$ cat config.mk
export PLATFORM = sky130hd
export DESIGN_NAME = multicycle_ctrl_fsm
export DESIGN_NICKNAME = d
export VERILOG_FILES = /design/src/rtl/multicycle_ctrl_fsm_pkg.sv /design/src/rtl/multicycle_ctrl_fsm_mem_timeout_counter.sv /design/src/rtl/multicycle_ctrl_fsm.sv
export SDC_FILE = /design/constraint.sdc
export NUM_CORES = 1
export LEC_CHECK = 0
export BUFFER_PORTS_ARGS = -buffer_cell sky130_fd_sc_hd__buf_2
export CORE_MARGIN = 5
export CORE_UTILIZATION = 58
export DETAILED_ROUTE_END_ITERATION = 8
export PLACE_DENSITY_LB_ADDON = 0.1
export SYNTH_ARGS = -nofsm -noshare
export SYNTH_HDL_FRONTEND = slang
export SYNTH_HIERARCHICAL = 1
export SYNTH_SLANG_ARGS = --single-unit
$ cat constraint.sdc
create_clock -name clk_i -period 3.8 [get_ports clk_i]
set_input_delay 0.38 -clock clk_i [delete_from_list [all_inputs] [get_ports clk_i]]
set_output_delay 0.38 -clock clk_i [all_outputs]
set_load 0.05 [all_outputs]
$ cat src/rtl/multicycle_ctrl_fsm_pkg.sv
// Opcode constants, state and mux-select encodings shared by the multi-cycle control sequencer.
package multicycle_ctrl_fsm_pkg;

    localparam logic [6:0] OP_LOAD   = 7'b0000011;
    localparam logic [6:0] OP_STORE  = 7'b0100011;
    localparam logic [6:0] OP_I_ALU  = 7'b0010011;
    localparam logic [6:0] OP_R_TYPE = 7'b0110011;
    localparam logic [6:0] OP_JAL    = 7'b1101111;
    localparam logic [6:0] OP_JALR   = 7'b1100111;
    localparam logic [6:0] OP_BRANCH = 7'b1100011;
    localparam logic [6:0] OP_LUI    = 7'b0110111;
    localparam logic [6:0] OP_AUIPC  = 7'b0010111;

    typedef enum logic [3:0] {
        ST_FETCH,
        ST_DECODE,
        ST_MEM_ADDR,
        ST_MEM_READ,
        ST_MEM_WB,
        ST_MEM_WRITE,
        ST_EXEC_R,
        ST_EXEC_I,
        ST_ALU_WB,
        ST_JAL,
        ST_JALR,
        ST_BRANCH,
        ST_UPPER,
        ST_FAULT
    } ctrl_state_e;

    typedef enum logic [2:0] {
        IMM_I = 3'd0,
        IMM_S = 3'd1,
        IMM_B = 3'd2,
        IMM_J = 3'd3,
        IMM_U = 3'd4
    } imm_type_e;

    typedef enum logic [1:0] {
        A_PC     = 2'd0,
        A_OLD_PC = 2'd1,
        A_RS1    = 2'd2
    } alu_a_sel_e;

    typedef enum logic [1:0] {
        B_RS2  = 2'd0,
        B_IMM  = 2'd1,
        B_FOUR = 2'd2
    } alu_b_sel_e;

    typedef enum logic [1:0] {
        ALU_ADD   = 2'd0,
        ALU_SUB   = 2'd1,
        ALU_FUNCT = 2'd2
    } alu_op_e;

    typedef enum logic [1:0] {
        RES_ALU_OUT    = 2'd0,
        RES_MEM_DATA   = 2'd1,
        RES_ALU_DIRECT = 2'd2
    } result_sel_e;

    function automatic imm_type_e imm_type_of(input logic [6:0] op);
        imm_type_e t;
        case (op)
            OP_STORE:         t = IMM_S;
            OP_BRANCH:        t = IMM_B;
            OP_JAL:           t = IMM_J;
            OP_LUI, OP_AUIPC: t = IMM_U;
            default:          t = IMM_I;
        endcase
        return t;
    endfunction

    // Unknown opcodes land in ST_FAULT, which is terminal until reset.
    function automatic ctrl_state_e decode_next(input logic [6:0] op);
        ctrl_state_e s;
        case (op)
            OP_LOAD, OP_STORE: s = ST_MEM_ADDR;
            OP_R_TYPE:         s = ST_EXEC_R;
            OP_I_ALU:          s = ST_EXEC_I;
            OP_JAL:            s = ST_JAL;
            OP_JALR:           s = ST_JALR;
            OP_BRANCH:         s = ST_BRANCH;
            OP_LUI, OP_AUIPC:  s = ST_UPPER;
            default:           s = ST_FAULT;
        endcase
        return s;
    endfunction

endpackage

$ cat src/rtl/multicycle_ctrl_fsm_mem_timeout_counter.sv
// Counts consecutive cycles a memory request waits for ready; flags expiry on the limit-th wait cycle.
module multicycle_ctrl_fsm_mem_timeout_counter #(
    parameter int TMO_W = 8
) (
    input  logic             clk_i,
    input  logic             rst_ni,
    input  logic             i_clear,
    input  logic             i_enable,
    input  logic [TMO_W-1:0] i_limit,
    output logic             o_expired
);

    logic [TMO_W-1:0] r_count;

    always_ff @(posedge clk_i or negedge rst_ni) begin
        if (!rst_ni) begin
            r_count <= '0;
        end else if (i_clear) begin
            r_count <= '0;
        end else if (i_enable) begin
            r_count <= r_count + 1'b1;
        end
    end

    // A zero limit disables expiry entirely.
    assign o_expired = i_enable && (i_limit != '0) && (r_count == i_limit - 1'b1);

endmodule

$ cat src/rtl/multicycle_ctrl_fsm.sv
// Multi-cycle RISC-V control sequencer (FETCH/DECODE/EXECUTE/MEM/WB) with memory-wait timeout.
// Optional performance counters are built when CTRL_PERF_CNT_EN is defined.
module multicycle_ctrl_fsm
    import multicycle_ctrl_fsm_pkg::*;
#(
    parameter int MEM_TIMEOUT_CYCLES = 255,
    parameter int TMO_W              = 8
) (
    input  logic        clk_i,
    input  logic        rst_ni,
    input  logic [6:0]  op_code_i,
    input  logic        mem_ready_i,
    output logic        mem_req_o,
    output logic        mem_we_o,
    output logic        addr_sel_o,
    output logic        ir_we_o,
    output logic        pc_we_o,
    output logic        branch_o,
    output logic        reg_we_o,
    output logic [1:0]  alu_a_sel_o,
    output logic [1:0]  alu_b_sel_o,
    output logic [1:0]  alu_op_o,
    output logic [1:0]  result_sel_o,
    output logic [2:0]  imm_type_o,
    output logic        retire_o,
    output logic        fault_o
`ifdef CTRL_PERF_CNT_EN
    ,
    output logic [31:0] cycle_cnt_o,
    output logic [31:0] instret_cnt_o
`endif
);

    localparam logic [TMO_W-1:0] TMO_LIMIT = TMO_W'(MEM_TIMEOUT_CYCLES);

    ctrl_state_e r_state;
    logic        w_wait;
    logic        w_tmo_en;
    logic        w_expired;

    assign w_wait   = (r_state == ST_FETCH) || (r_state == ST_MEM_READ) || (r_state == ST_MEM_WRITE);
    assign w_tmo_en = w_wait && !mem_ready_i;

    multicycle_ctrl_fsm_mem_timeout_counter #(
        .TMO_W (TMO_W)
    ) u_tmo (
        .clk_i     (clk_i),
        .rst_ni    (rst_ni),
        .i_clear   (!w_tmo_en),
        .i_enable  (w_tmo_en),
        .i_limit   (TMO_LIMIT),
        .o_expired (w_expired)
    );

    always_ff @(posedge clk_i or negedge rst_ni) begin
        if (!rst_ni) begin
            r_state <= ST_FETCH;
        end else begin
            case (r_state)
                ST_FETCH: begin
                    if (mem_ready_i)    r_state <= ST_DECODE;
                    else if (w_expired) r_state <= ST_FAULT;
                end
                ST_DECODE:   r_state <= decode_next(op_code_i);
                ST_MEM_ADDR: r_state <= op_code_i[5] ? ST_MEM_WRITE : ST_MEM_READ;
                ST_MEM_READ: begin
                    if (mem_ready_i)    r_state <= ST_MEM_WB;
                    else if (w_expired) r_state <= ST_FAULT;
                end
                ST_MEM_WRITE: begin
                    if (mem_ready_i)    r_state <= ST_FETCH;
                    else if (w_expired) r_state <= ST_FAULT;
                end
                ST_EXEC_R, ST_EXEC_I: r_state <= ST_ALU_WB;
                ST_MEM_WB, ST_ALU_WB, ST_JAL, ST_JALR, ST_BRANCH, ST_UPPER: r_state <= ST_FETCH;
                ST_FAULT:    r_state <= ST_FAULT;
                default:     r_state <= ST_FAULT;
            endcase
        end
    end

    // Outputs are held low while reset is asserted so an in-flight request drops at once.
    always_comb begin
        mem_req_o    = 1'b0;
        mem_we_o     = 1'b0;
        addr_sel_o   = 1'b0;
        ir_we_o      = 1'b0;
        pc_we_o      = 1'b0;
        branch_o     = 1'b0;
        reg_we_o     = 1'b0;
        alu_a_sel_o  = A_PC;
        alu_b_sel_o  = B_RS2;
        alu_op_o     = ALU_ADD;
        result_sel_o = RES_ALU_OUT;
        imm_type_o   = IMM_I;
        retire_o     = 1'b0;
        fault_o      = 1'b0;
        if (rst_ni) begin
            imm_type_o = imm_type_of(op_code_i);
            case (r_state)
                ST_FETCH: begin
                    mem_req_o = 1'b1;
                    if (mem_ready_i) begin
                        ir_we_o     = 1'b1;
                        pc_we_o     = 1'b1;
                        alu_a_sel_o = A_PC;
                        alu_b_sel_o = B_FOUR;
                        alu_op_o    = ALU_ADD;
                    end
                end
                ST_DECODE: begin
                    alu_a_sel_o = A_OLD_PC;
                    alu_b_sel_o = B_IMM;
                end
                ST_MEM_ADDR: begin
                    alu_a_sel_o = A_RS1;
                    alu_b_sel_o = B_IMM;
                end
                ST_MEM_READ: begin
                    mem_req_o  = 1'b1;
                    addr_sel_o = 1'b1;
                end
                ST_MEM_WB: begin
                    reg_we_o     = 1'b1;
                    result_sel_o = RES_MEM_DATA;
                    retire_o     = 1'b1;
                end
                ST_MEM_WRITE: begin
                    mem_req_o  = 1'b1;
                    mem_we_o   = 1'b1;
                    addr_sel_o = 1'b1;
                    retire_o   = mem_ready_i;
                end
                ST_EXEC_R: begin
                    alu_a_sel_o = A_RS1;
                    alu_b_sel_o = B_RS2;
                    alu_op_o    = ALU_FUNCT;
                end
                ST_EXEC_I: begin
                    alu_a_sel_o = A_RS1;
                    alu_b_sel_o = B_IMM;
                    alu_op_o    = ALU_FUNCT;
                end
                ST_ALU_WB: begin
                    reg_we_o = 1'b1;
                    retire_o = 1'b1;
                end
                // Target was precomputed in DECODE and sits in the ALU result register.
                ST_JAL: begin
                    pc_we_o     = 1'b1;
                    reg_we_o    = 1'b1;
                    alu_a_sel_o = A_PC;
                    alu_b_sel_o = B_FOUR;
                    retire_o    = 1'b1;
                end
                ST_JALR: begin
                    alu_a_sel_o = A_RS1;
                    alu_b_sel_o = B_IMM;
                    pc_we_o     = 1'b1;
                    reg_we_o    = 1'b1;
                    retire_o    = 1'b1;
                end
                ST_BRANCH: begin
                    alu_a_sel_o = A_RS1;
                    alu_b_sel_o = B_RS2;
                    alu_op_o    = ALU_SUB;
                    branch_o    = 1'b1;
                    retire_o    = 1'b1;
                end
                ST_UPPER: begin
                    alu_a_sel_o  = op_code_i[5] ? A_RS1 : A_OLD_PC;
                    alu_b_sel_o  = B_IMM;
                    reg_we_o     = 1'b1;
                    result_sel_o = RES_ALU_DIRECT;
                    retire_o     = 1'b1;
                end
                ST_FAULT: fault_o = 1'b1;
                default:  fault_o = 1'b1;
            endcase
        end
    end

`ifdef CTRL_PERF_CNT_EN
    logic [31:0] r_cycle_cnt;
    logic [31:0] r_instret_cnt;

    always_ff @(posedge clk_i or negedge rst_ni) begin
        if (!rst_ni) begin
            r_cycle_cnt   <= '0;
            r_instret_cnt <= '0;
        end else if (r_state != ST_FAULT) begin
            r_cycle_cnt <= r_cycle_cnt + 32'd1;
            if (retire_o) r_instret_cnt <= r_instret_cnt + 32'd1;
        end
    end

    assign cycle_cnt_o   = r_cycle_cnt;
    assign instret_cnt_o = r_instret_cnt;
`endif

endmodule

# Yosys cells after proc, flatten, opt, wreduce, memory -nomap -nowiden
# Index checks and enable logic that the tools add are counted.
[classes]
add_sub_neg = 1
eq_ne = 22
n_mux = 39
n_reduce_logical = 17
[ops]
columns = ["operator", "count"]
rows = [
  ["one-hot mux 4 bit (7 select lines)", 2],
  ["== test 7 x 6 -> 1 bit, second input constant", 3],
  ["== test 7 bit, second input constant", 3],
  ["== test 4 bit, second input constant", 5],
  ["two-way mux 1 bit", 17],
  ["== test 4 x 3 -> 1 bit, second input constant", 4],
  ["two-way mux 4 bit", 4],
  ["OR reduction 5 bit", 3],
  ["== test 7 x 5 -> 1 bit, second input constant", 2],
  ["OR reduction 13 bit", 1],
  ["two-way mux 2 bit", 6],
  ["one-hot mux 2 bit (3 select lines)", 2],
  ["one-hot mux 3 bit (4 select lines)", 1],
  ["OR reduction 2 bit", 5],
  ["adder 8 x 1 -> 8 bit, second input constant", 1],
  ["== test 4 x 2 -> 1 bit, second input constant", 2],
  ["== test 8 bit, second input constant", 1],
  ["two-way mux 8 bit", 1],
  ["one-hot mux 2 bit (2 select lines)", 2],
  ["== test 7 x 2 -> 1 bit, second input constant", 1],
  ["two-way mux 3 bit", 2],
  ["OR reduction 6 bit", 1],
  ["== test 4 x 1 -> 1 bit, second input constant", 1],
  ["zero test 4 bit", 1],
  ["5 further kinds", 8],
]
[word_totals]
regBits = 12
in_bits = 10
out_inout_bits = 20
word_cells = 81

# Logic depth before layout (Yosys ltp)
# Gate-level depths: netlist (run 1).
[logic_depth]
ltp_word = 8
depth_mapped = 14

# Modules after synthesis
# The synthesis (run 1) kept the hierarchy.
[by_module_without_submodules]
columns = ["mod", "instances", "cells_per_inst", "area_per_inst_um2", "seq_area_each_um2"]
rows = [
  ["multicycle_ctrl_fsm", 1, 107, 710.7, 100.1],
  ["multicycle_ctrl_fsm_mem_timeout_counter", 1, 74, 654.4, 200.2],
]

# Worst setup path after synthesis (run 1)
# OpenSTA, ideal clock, no wires.
[synth_timing]
path_kind = "register -> register"
start = "register r_state[2]"
end = "register r_state[2]"
setup_ns = 0.064
t_arrival_ns = 2.484
required_time_ns = 3.736
path_slack_ns = 1.252
stages_incl_launch_ff = 15
path_buffers = 2
period_less_slack_ns = 2.548
cell_sequence = "dfrtp_1 -> buf_6 -> xor2_1 -> a21oi_1 -> or3_4 -> inv_1 -> clkbuf_1 -> o211ai_1 -> a211oi_1 -> nand4_1 -> a211oi_2 -> nor2_1 -> a21oi_1 -> a32o_1 -> a211o_1"
[synth_between]
elab_chain_cells = 8
word_cells_on_any_way = 24
[synth_rtl]
columns = ["item", "line_no", "text"]
rows = [
  ["from (decl)", "multicycle_ctrl_fsm.sv:36", "ctrl_state_e r_state;"],
  ["from (signal assigned)", "multicycle_ctrl_fsm.sv:64", "ST_DECODE: r_state <= decode_next(op_code_i);"],
  ["from (signal assigned)", "multicycle_ctrl_fsm.sv:65", "ST_MEM_ADDR: r_state <= op_code_i[5] ? ST_MEM_WRITE : ST_MEM_READ;"],
  ["== test 4 x 2 -> 1 bit / zero test 4 bit (equally long branches)", "multicycle_ctrl_fsm.sv:41", "assign w_wait = (r_state == ST_FETCH) || (r_state == ST_MEM_READ) || (r_state == ST_MEM_WRITE);"],
  ["logical OR 1 bit", "multicycle_ctrl_fsm.sv:41", ""],
  ["logical OR 1 bit *", "multicycle_ctrl_fsm.sv:41", ""],
  ["logical AND 1 bit *", "multicycle_ctrl_fsm.sv:42", "assign w_tmo_en = w_wait && !mem_ready_i;"],
  ["named net w_tmo_en", "multicycle_ctrl_fsm.sv:38", "logic w_tmo_en;"],
  ["logical AND 1 bit *", "multicycle_ctrl_fsm_mem_timeout_counter.sv:26", "assign o_expired = i_enable && (i_limit != '0) && (r_count == i_limit - 1'b1);"],
  ["named net w_expired", "multicycle_ctrl_fsm.sv:39", "logic w_expired;"],
  ["two-way mux 4 bit *", "--", ""],
  ["two-way mux 4 bit (on tied branches)", "--", ""],
  ["one-hot mux 4 bit (7 select lines) *", "multicycle_ctrl_fsm.sv:59", "case (r_state)"],
]
# The timed path passes the listed nets; every way through them passes the cells marked *.

# Worst setup path after layout (run 1)
[layout_timing]
start = "register r_state[1]"
end = "register r_state[2]"
# Same word-level chain as after synthesis.

==> results of run 1 <==
==> synth_stat cells (all sizes together), types with 3 or more instances <==
| cell type | n |
|---|---|
| xor2 | 10 |
| nor2b | 5 |
| nor3 | 5 |
| nand2b | 5 |
| o21ai | 13 |
| nor2 | 26 |
| nand2 | 12 |
| ha | 3 |
| nand4 | 3 |
| inv | 7 |
| or3 | 3 |
| xnor2 | 7 |
| buf | 8 |
| clkbuf | 4 |
| and3 | 4 |
| a21oi | 10 |
| dfrtp | 12 |
==> worst min-delay path by stage <==
stage / cells after the start / slack (ns) / endpoint / startpoint
floorplan: 0 / 0.08 / r_state[0] / rst_ni
global placement: 1 / 0.34 / u_tmo/r_count[5] / rst_ni
detailed placement: 1 / 0.34 / u_tmo/r_count[3] / rst_ni
CTS: 1 / 0.04 / r_state[2] / rst_ni
global route: 1 / 0.06 / r_state[2] / rst_ni
finish: 1 / 0.05 / r_state[3] / rst_ni
==> worst max-delay path: stages (launching register included) <==
cell,delay (ns)
dfrtp_1,0.74
xor2_1,0.22
a21oi_1,0.11
or3_4,0.43
inv_1,0.22
o211ai_1,0.13
a211oi_1,0.21
nand4_1,0.13
a211oi_2,0.24
nor2_1,0.11
a21oi_1,0.22
a32o_1,0.17
a211o_1,0.12
==> power by group <==
group	total [uW]	internal, uW	switching (uW)
Sequential	219	144	75.0
Combinational	448	152	296
Clock	71.9	36.6	35.3
Total	739	333	406
==> area by class of cell <==
class                   count  share of cell area
flip-flops and latches     12               0.184
clock buffers               3              0.0138
repair buffers             29              0.0891
multi-input cells         183               0.675
well taps                  28              0.0215
inverters                   7              0.0161
==> routing by layer <==
layer | wire length (um) | track usage | vias up
met4 | 28 | 0.0497 | 0
met3 | 233 | 0.0329 | 5
met1 | 1340 | 0.269 | 626
met5 | 0 | 0 | -
met2 | 1330 | 0.292 | 43
li1 | - | - | 717
==> flip-flops by register name (all words and copies together), names as in the netlist <==
register,flops
u_tmo/r_count,8
r_state,4
==> logic make-up (layout without fill, tap and decap cells) <==
| group | after synthesis | after routing |
|---|---|---|
| muxes | 2 | 2 |
| buffers and inverters | 19 | 39 |
| other | 1 | 34 |
| DFF | 12 | 12 |
| xor gates and xnor gates | 17 | 17 |
| AOI/OAI and AO/OA | 46 | 46 |
| and+or+nand+nor | 81 | 81 |
| adders and majority gates | 3 | 3 |
==> through the flow <==
stage | util | setup slack [ns] | hold slack [ns] | power (uW) | cell area (um^2)
floorplan | - | 1.25 | 0.0844 | 598 | 1490
global placement | 0.719 | 0.900 | 0.338 | 653 | 1610
detailed placement | 0.719 | 0.722 | 0.338 | 664 | 1610
CTS | 0.729 | 0.702 | 0.0448 | 739 | 1630
global route | 0.729 | 0.371 | 0.0561 | 800 | 1630
finish | 0.729 | 0.693 | 0.0451 | 739 | 1630
==> reports/summary.md, run 1 <==
• **number of antenna violations at the first check in global routing** 0
• **final estimated routing congestion in global placement** 0.801
• **r2r setup slk** 0.69 ns
• **area used by multi-input combinational logic** 1100 um^2
• **main combinational cell family by area after synthesis** simple AND/OR/NAND/NOR gates
• **total inserted antenna cells** 0
• **number of levels in the clock H-tree** 1
• **area fraction in and, or, nand and nor cells after synthesis** 0.324
• **area fraction of the dominant cell type after synthesis** 0.220
• **filler cell count in the final layout** 177
• **static leakage power** 0.000823 uW
• **crit end category** flip-flop
• **synthesized netlist cell count** 181
• **leading cell type in the layout, fill and taps excluded** conb_1
• **clk sink count** 12
• **non-filler cells in the finished layout** 262
• **Rel. slew slack** 0.588
• **worst-case vdd ir drop** 0.474 mV
• **sum of routed wire length over all layers** 2940 um
• **max-capacitance violation count** 0
• **synthesis-to-finish area growth** 19.3%
• **synthesized-area fraction occupied by ao, oa, aoi and oai cells** 0.236
• **count of pins over their slew limit** 0
• **most frequently used flop master after synthesis** dfrtp_1
• **TritonCTS clock tree** built
• **unrepaired setup endpoints after global routing** false
• **Cell Count Post-Placement** 259
• **type of the worst min-delay path** in -> async
• **Die Y** 58.5 um
• **sequential area share after synthesis** 0.220
• **xor-xnor portion of the synthesized cell area** 0.109
• **# rows** 17
• **Post-Route Setup TNS** 0 ns
• **arrival time of data at the critical path endpoint** 3.32 ns
• **RR Startpoint** r_state[1]
• **initial core utilization** 0.611
• **total global routing track utilization** 0.188
• **residual overflow from global routing** 0
• **most frequent cells in the layout** conb_1, buf_2, nor2_1
• **pin slew with the least headroom to its limit** 0.618 ns
• **status** finished, final reports clean
• **number of vias in the routed layout** 1391
• **maximum number of pins on one net before global-route repair** 26
• **netlist area before placement** 1370 um^2
• **fraction of the mapped netlist area in adder cells** 0.0275
• **number of synthesized register bits** 12
• **top post-synthesis cells by area** dfrtp_1, nor2_1, xor2_1
• **post_cts resized** 0
• **average wire length per cell after detail routing** 11.2 um
• **Antenna Violating Nets Remaining** 0
• **postcts setup bufs** 0
• **number of CTS-inserted buffers** 3
• **number of hold buffers added after cts** 0
• **timing startpoint of the critical path** r_state[1]
• **count of boundary I/O pins** 30
• **crit share post-route** 0.818
• **count of input and output buffers** 29
• **number of endpoints failing setup at the final stage** 0
• **mean instance size in the synthesized netlist** 7.54 um^2
• **post-route DRC violation count** 0
• **Req. time, crit path** 4.01 ns
• **Root Buffer Master** clkbuf_4
• **Reg-to-Reg End** r_state[2]
• **final number of hold-violating endpoints** 0
• **FMAX** 322 MHz
• **fraction of registers with async set or reset after synthesis** 1.00
• **maximum fanout along the worst path** 21
• **mux contribution to synthesized area** 0.0147
• **HPWL Detailed** 2330 um
• **buffer levels on the longest clock path** 2
• **Starting DRT DRC Count** 71
• **Synth area leader** dfrtp_1
• **clock transition at the register clock pins on the worst setup and hold paths after CTS** 0.06 ns
• **insertion delay to the later sink of the worst-skew pair** 0.27 ns
• **fraction of final layout cells with drive strength greater than 1** 0.167
• **post-route minimum period** 3.11 ns
• **wire length of the first global-routing pass** 5140 um
• **iteration count of the initial detailed-routing pass** 4
• **category of the most critical setup path** reg -> reg
• **vias in the first global route** 1187
• **Total Die Area** 3420 um^2
• **destination of the critical timing path** r_state[2]
• **area of the core region** 2230 um^2
• **CP Launch Type** flip-flop
• **horizontal die dimension** 58.5 um
• **clk_skew** 0.00575 ns
• **mean number of vias per cell** 5.31
• **Register Area** 300 um^2
• **number of flops mapped to enable cells by yosys** 0
• **total number of yosys warnings** 6
• **number of nets in the finished design** 249
• **pwr/cell area** 454 nW/um^2
• **number of distinct library cells after synthesis** 55
• **worst reg2reg path depth** 12
No activity file was read; power rests on OpenSTA's default activity.
==> run 2: changes to the inputs <==
--- a/config.mk
+++ b/config.mk
@@ -7,7 +7,7 @@
 export LEC_CHECK = 0
 export BUFFER_PORTS_ARGS = -buffer_cell sky130_fd_sc_hd__buf_2
 export CORE_MARGIN = 5
-export CORE_UTILIZATION = 58
+export CORE_UTILIZATION = 54
 export DETAILED_ROUTE_END_ITERATION = 8
 export PLACE_DENSITY_LB_ADDON = 0.1
 export SYNTH_ARGS = -nofsm -noshare
==> constraint.sdc (replaced) <==
create_clock -name clk_i -period 2.95 [get_ports clk_i]
set_input_delay 0.295 -clock clk_i [delete_from_list [all_inputs] [get_ports clk_i]]
set_output_delay 0.295 -clock clk_i [all_outputs]
set_load 0.05 [all_outputs]
==> run 2 against run 1 <==
  * Critical path depth unchanged
  * Final cell count up 3.4%
  * Design area up 4.1%
  * Routed wire length up 5.8%
  * Combinational power up 56%
  * Worst setup slack worse by 0.40 ns
  * Clock power up 32%
  * Sequential power down 7%
  * Via count about the same
  * Critical endpoint unchanged
  * Largest cell class unchanged
==> reports/summary.md, run 2 (same netlist as run 1, synthesis figures left out) <==
• **kind of cell with the highest combined delay on the critical path** compound AO/OA/AOI/OAI gates
• **buffer levels on the longest clock path** 2, unchanged
• **Total Die Area** 3630 um^2, +6.1%
• **maximum fanout along the worst path** 11, -48%
• **number of endpoints failing setup at the final stage** 0, unchanged
• **# rows** 18, +1
• **cells along the critical path** xor2_1 > a21oi_1 > or3_4 > clkinvlp_4 > o211ai_1 > a211oi_2 > nand4_1 > a211oi_2 > nor2_1 > a21oi_1 > a32o_1 > a211o_1
• **clk sink count** 12, unchanged
• **count of input and output buffers** 29, unchanged
• **fraction of met3 tracks used by global routing** 0.0367, +0.00382
• **horizontal die dimension** 60.3 um, +3.0%
• **total inserted antenna cells** 0, unchanged
• **gr busiest metal** met2
• **residual overflow from global routing** 0, unchanged
• **number of CTS-inserted buffers** 3, unchanged
• **met2 Resource Use GR** 0.307, +0.0152
• **biggest cell delay along the critical path** 0.42 ns, -0.32 ns
• **sum of routed wire length over all layers** 3100 um, +5.8%
• **vias in the first global route** 1225, +3.2%
• **met1 Usage GRT** 0.239, -0.0294
• **worst hold path cell count** 4
• **filler cell count in the final layout** 206, +16%
• **unrepaired setup endpoints after global routing** false
• **Combinational Power Share** 0.701, +0.095
• **max FFs per register** 8, unchanged
• **static leakage power** 0.000851 uW, +3.3%
• **clk_skew** 0.00741 ns, +0.00165 ns
• **worst-case vdd ir drop** 0.495 mV, +4.5%
• **type of the worst min-delay path** in -> reg
• **leading cell type in the layout, fill and taps excluded** conb_1
• **area of the core region** 2450 um^2, +9.9%
• **post-route minimum period** 2.66 ns, -0.450 ns
• **Req. time, crit path** 3.17 ns, -0.84 ns
• **Cell Count Post-Placement** 265, +2.3%
• **Flop pwr share** 0.204, -0.093
• **CP Buf/Inv Count** 1, unchanged
• **arrival time of data at the critical path endpoint** 2.88 ns, -0.44 ns
• **Post-Route Setup TNS** 0 ns, unchanged
• **crit share post-route** 0.900, +0.0830
• **worst reg2reg path depth** 12, unchanged
• **HPWL Detailed** 2450 um, +5.1%
• **insertion delay to the later sink of the worst-skew pair** 0.28 ns, about the same
• **number of nets in the finished design** 256, +2.8%
• **Starting DRT DRC Count** 62, -13%
• **Antenna Violating Nets Remaining** 0, unchanged
• **Net Sw Frac** 0.541, -0.00917
• **iteration count of the initial detailed-routing pass** 4, unchanged
• **count of pins over their slew limit** 0, unchanged
• **TritonCTS clock tree** built
• **pwr/cell area** 588 nW/um^2, +30%
• **wire length of the first global-routing pass** 5100 um, -0.80%
• **average wire length per cell after detail routing** 11.5 um, +2.2%
• **initial core utilization** 0.556, -0.0551
• **CP Launch Type** flip-flop
• **number of levels in the clock H-tree** 1, unchanged
• **category of the most critical setup path** reg -> reg
• **number of antenna violations at the first check in global routing** 0, unchanged
• **biggest registers after layout** u_tmo/r_count (8), r_state (4)
• **final number of hold-violating endpoints** 0, unchanged
• **Clock power frac** 0.095, -0.002
• **final estimated routing congestion in global placement** 0.864, +7.9%
• **clock transition at the register clock pins on the worst setup and hold paths after CTS** 0.06 ns, about the same
• **number of vias in the routed layout** 1392, +0.072%
• **post-route DRC violation count** 0, unchanged
• **net switching component of the power** 539 uW, +33%
• **status** finished, final reports clean
• **fraction of final layout cells with drive strength greater than 1** 0.195, +0.0284
• **maximum number of pins on one net before global-route repair** 26, unchanged
• **critical path depth** 12, unchanged
• **FMAX** 376 MHz, +17%
• **Root Buffer Master** clkbuf_4
• **cell with the largest stage delay on the worst path** or3_4
• **cell internal power dissipation** 458 uW, +38%
• **mean number of vias per cell** 5.14, -3.3%
• **total global routing track utilization** 0.181, -0.00741
• **crit end category** flip-flop
• **synthesis-to-finish area growth** 24.2%
• **Die Y** 60.3 um, +3.0%
• **most frequent cells in the layout** conb_1, buf_2, nor2_1
• **max-capacitance violation count** 0, unchanged
• **count of boundary I/O pins** 30, unchanged
• **register containing the most flip-flops in the final layout** u_tmo/r_count
• **non-filler cells in the finished layout** 271, +3.4%
run 2: routing by layer:
| layer | share of wire | wire length [um] | up-vias |
|---|---|---|---|
| met2 | 0.46 | 1440 | 35 |
| met5 | 0 | 0 | - |
| met1 | 0.47 | 1450 | 621 |
| li1 | - | - | 733 |
| met4 | 0.0064 | 20 | 0 |
| met3 | 0.063 | 196 | 3 |
run 2: repair_timing:
action / in CTS / in global routing
hold buffers: 1 / 0
gates resized for setup: 0 / 2
buffers inserted: 0 / 2
endpoints found under the hold margin: 12 / 0
endpoints found under the setup margin: 0 / 3
run 2: power groups by stage:
stage	clock, uW	combinational (uW)	sequential [uW]
4_1_cts	98.3	690	203
2_1_floorplan	0	570	200
6_report	94.9	699	204
3_5_place_dp	0	686	206
5_1_grt	107	758	206
3_3_place_gp	0	674	205
run 2: worst min-delay path: stages:
cell     delay, ns
buf_2         0.12
nor2_1        0.09
o21ai_0       0.08
o32ai_1       0.08
run 2: worst paths after layout:
path                                  start                to  slack [ns]
max                              r_state[1]        r_state[2]        0.29
min                            op_code_i[3]        r_state[1]        0.44
max reg2reg                      r_state[1]        r_state[2]        0.29
min reg2reg                u_tmo/r_count[6]  u_tmo/r_count[6]        0.59
max in group asynchronous            rst_ni  u_tmo/r_count[3]        2.15
min in group asynchronous            rst_ni        r_state[1]        0.49
run 2: layout make-up:
cell class / instances / area [um^2] / area share
Sequential cell: 12 / 300 / 0.177
Multi-Input combinational cell: 183 / 1100 / 0.652
Tap cell: 30 / 37.5 / 0.0221
Timing Repair Buffer: 36 / 200 / 0.118
Inverter: 7 / 30.0 / 0.0177
Clock buffer: 3 / 22.5 / 0.0133
run 2: metrics by stage:
step                      setup WS [ns]   util  total power [uW]  cell area [um^2]  hold WS [ns]
final                             0.294  0.691               997              1700         0.437
after global routing            0.00706  0.691              1070              1700         0.485
after CTS                         0.275  0.681               991              1670         0.426
after detailed placement          0.294  0.668               892              1640         0.260
after global placement            0.330  0.668               879              1640         0.255
after floorplan                   0.402      -               771              1490     -0.000591
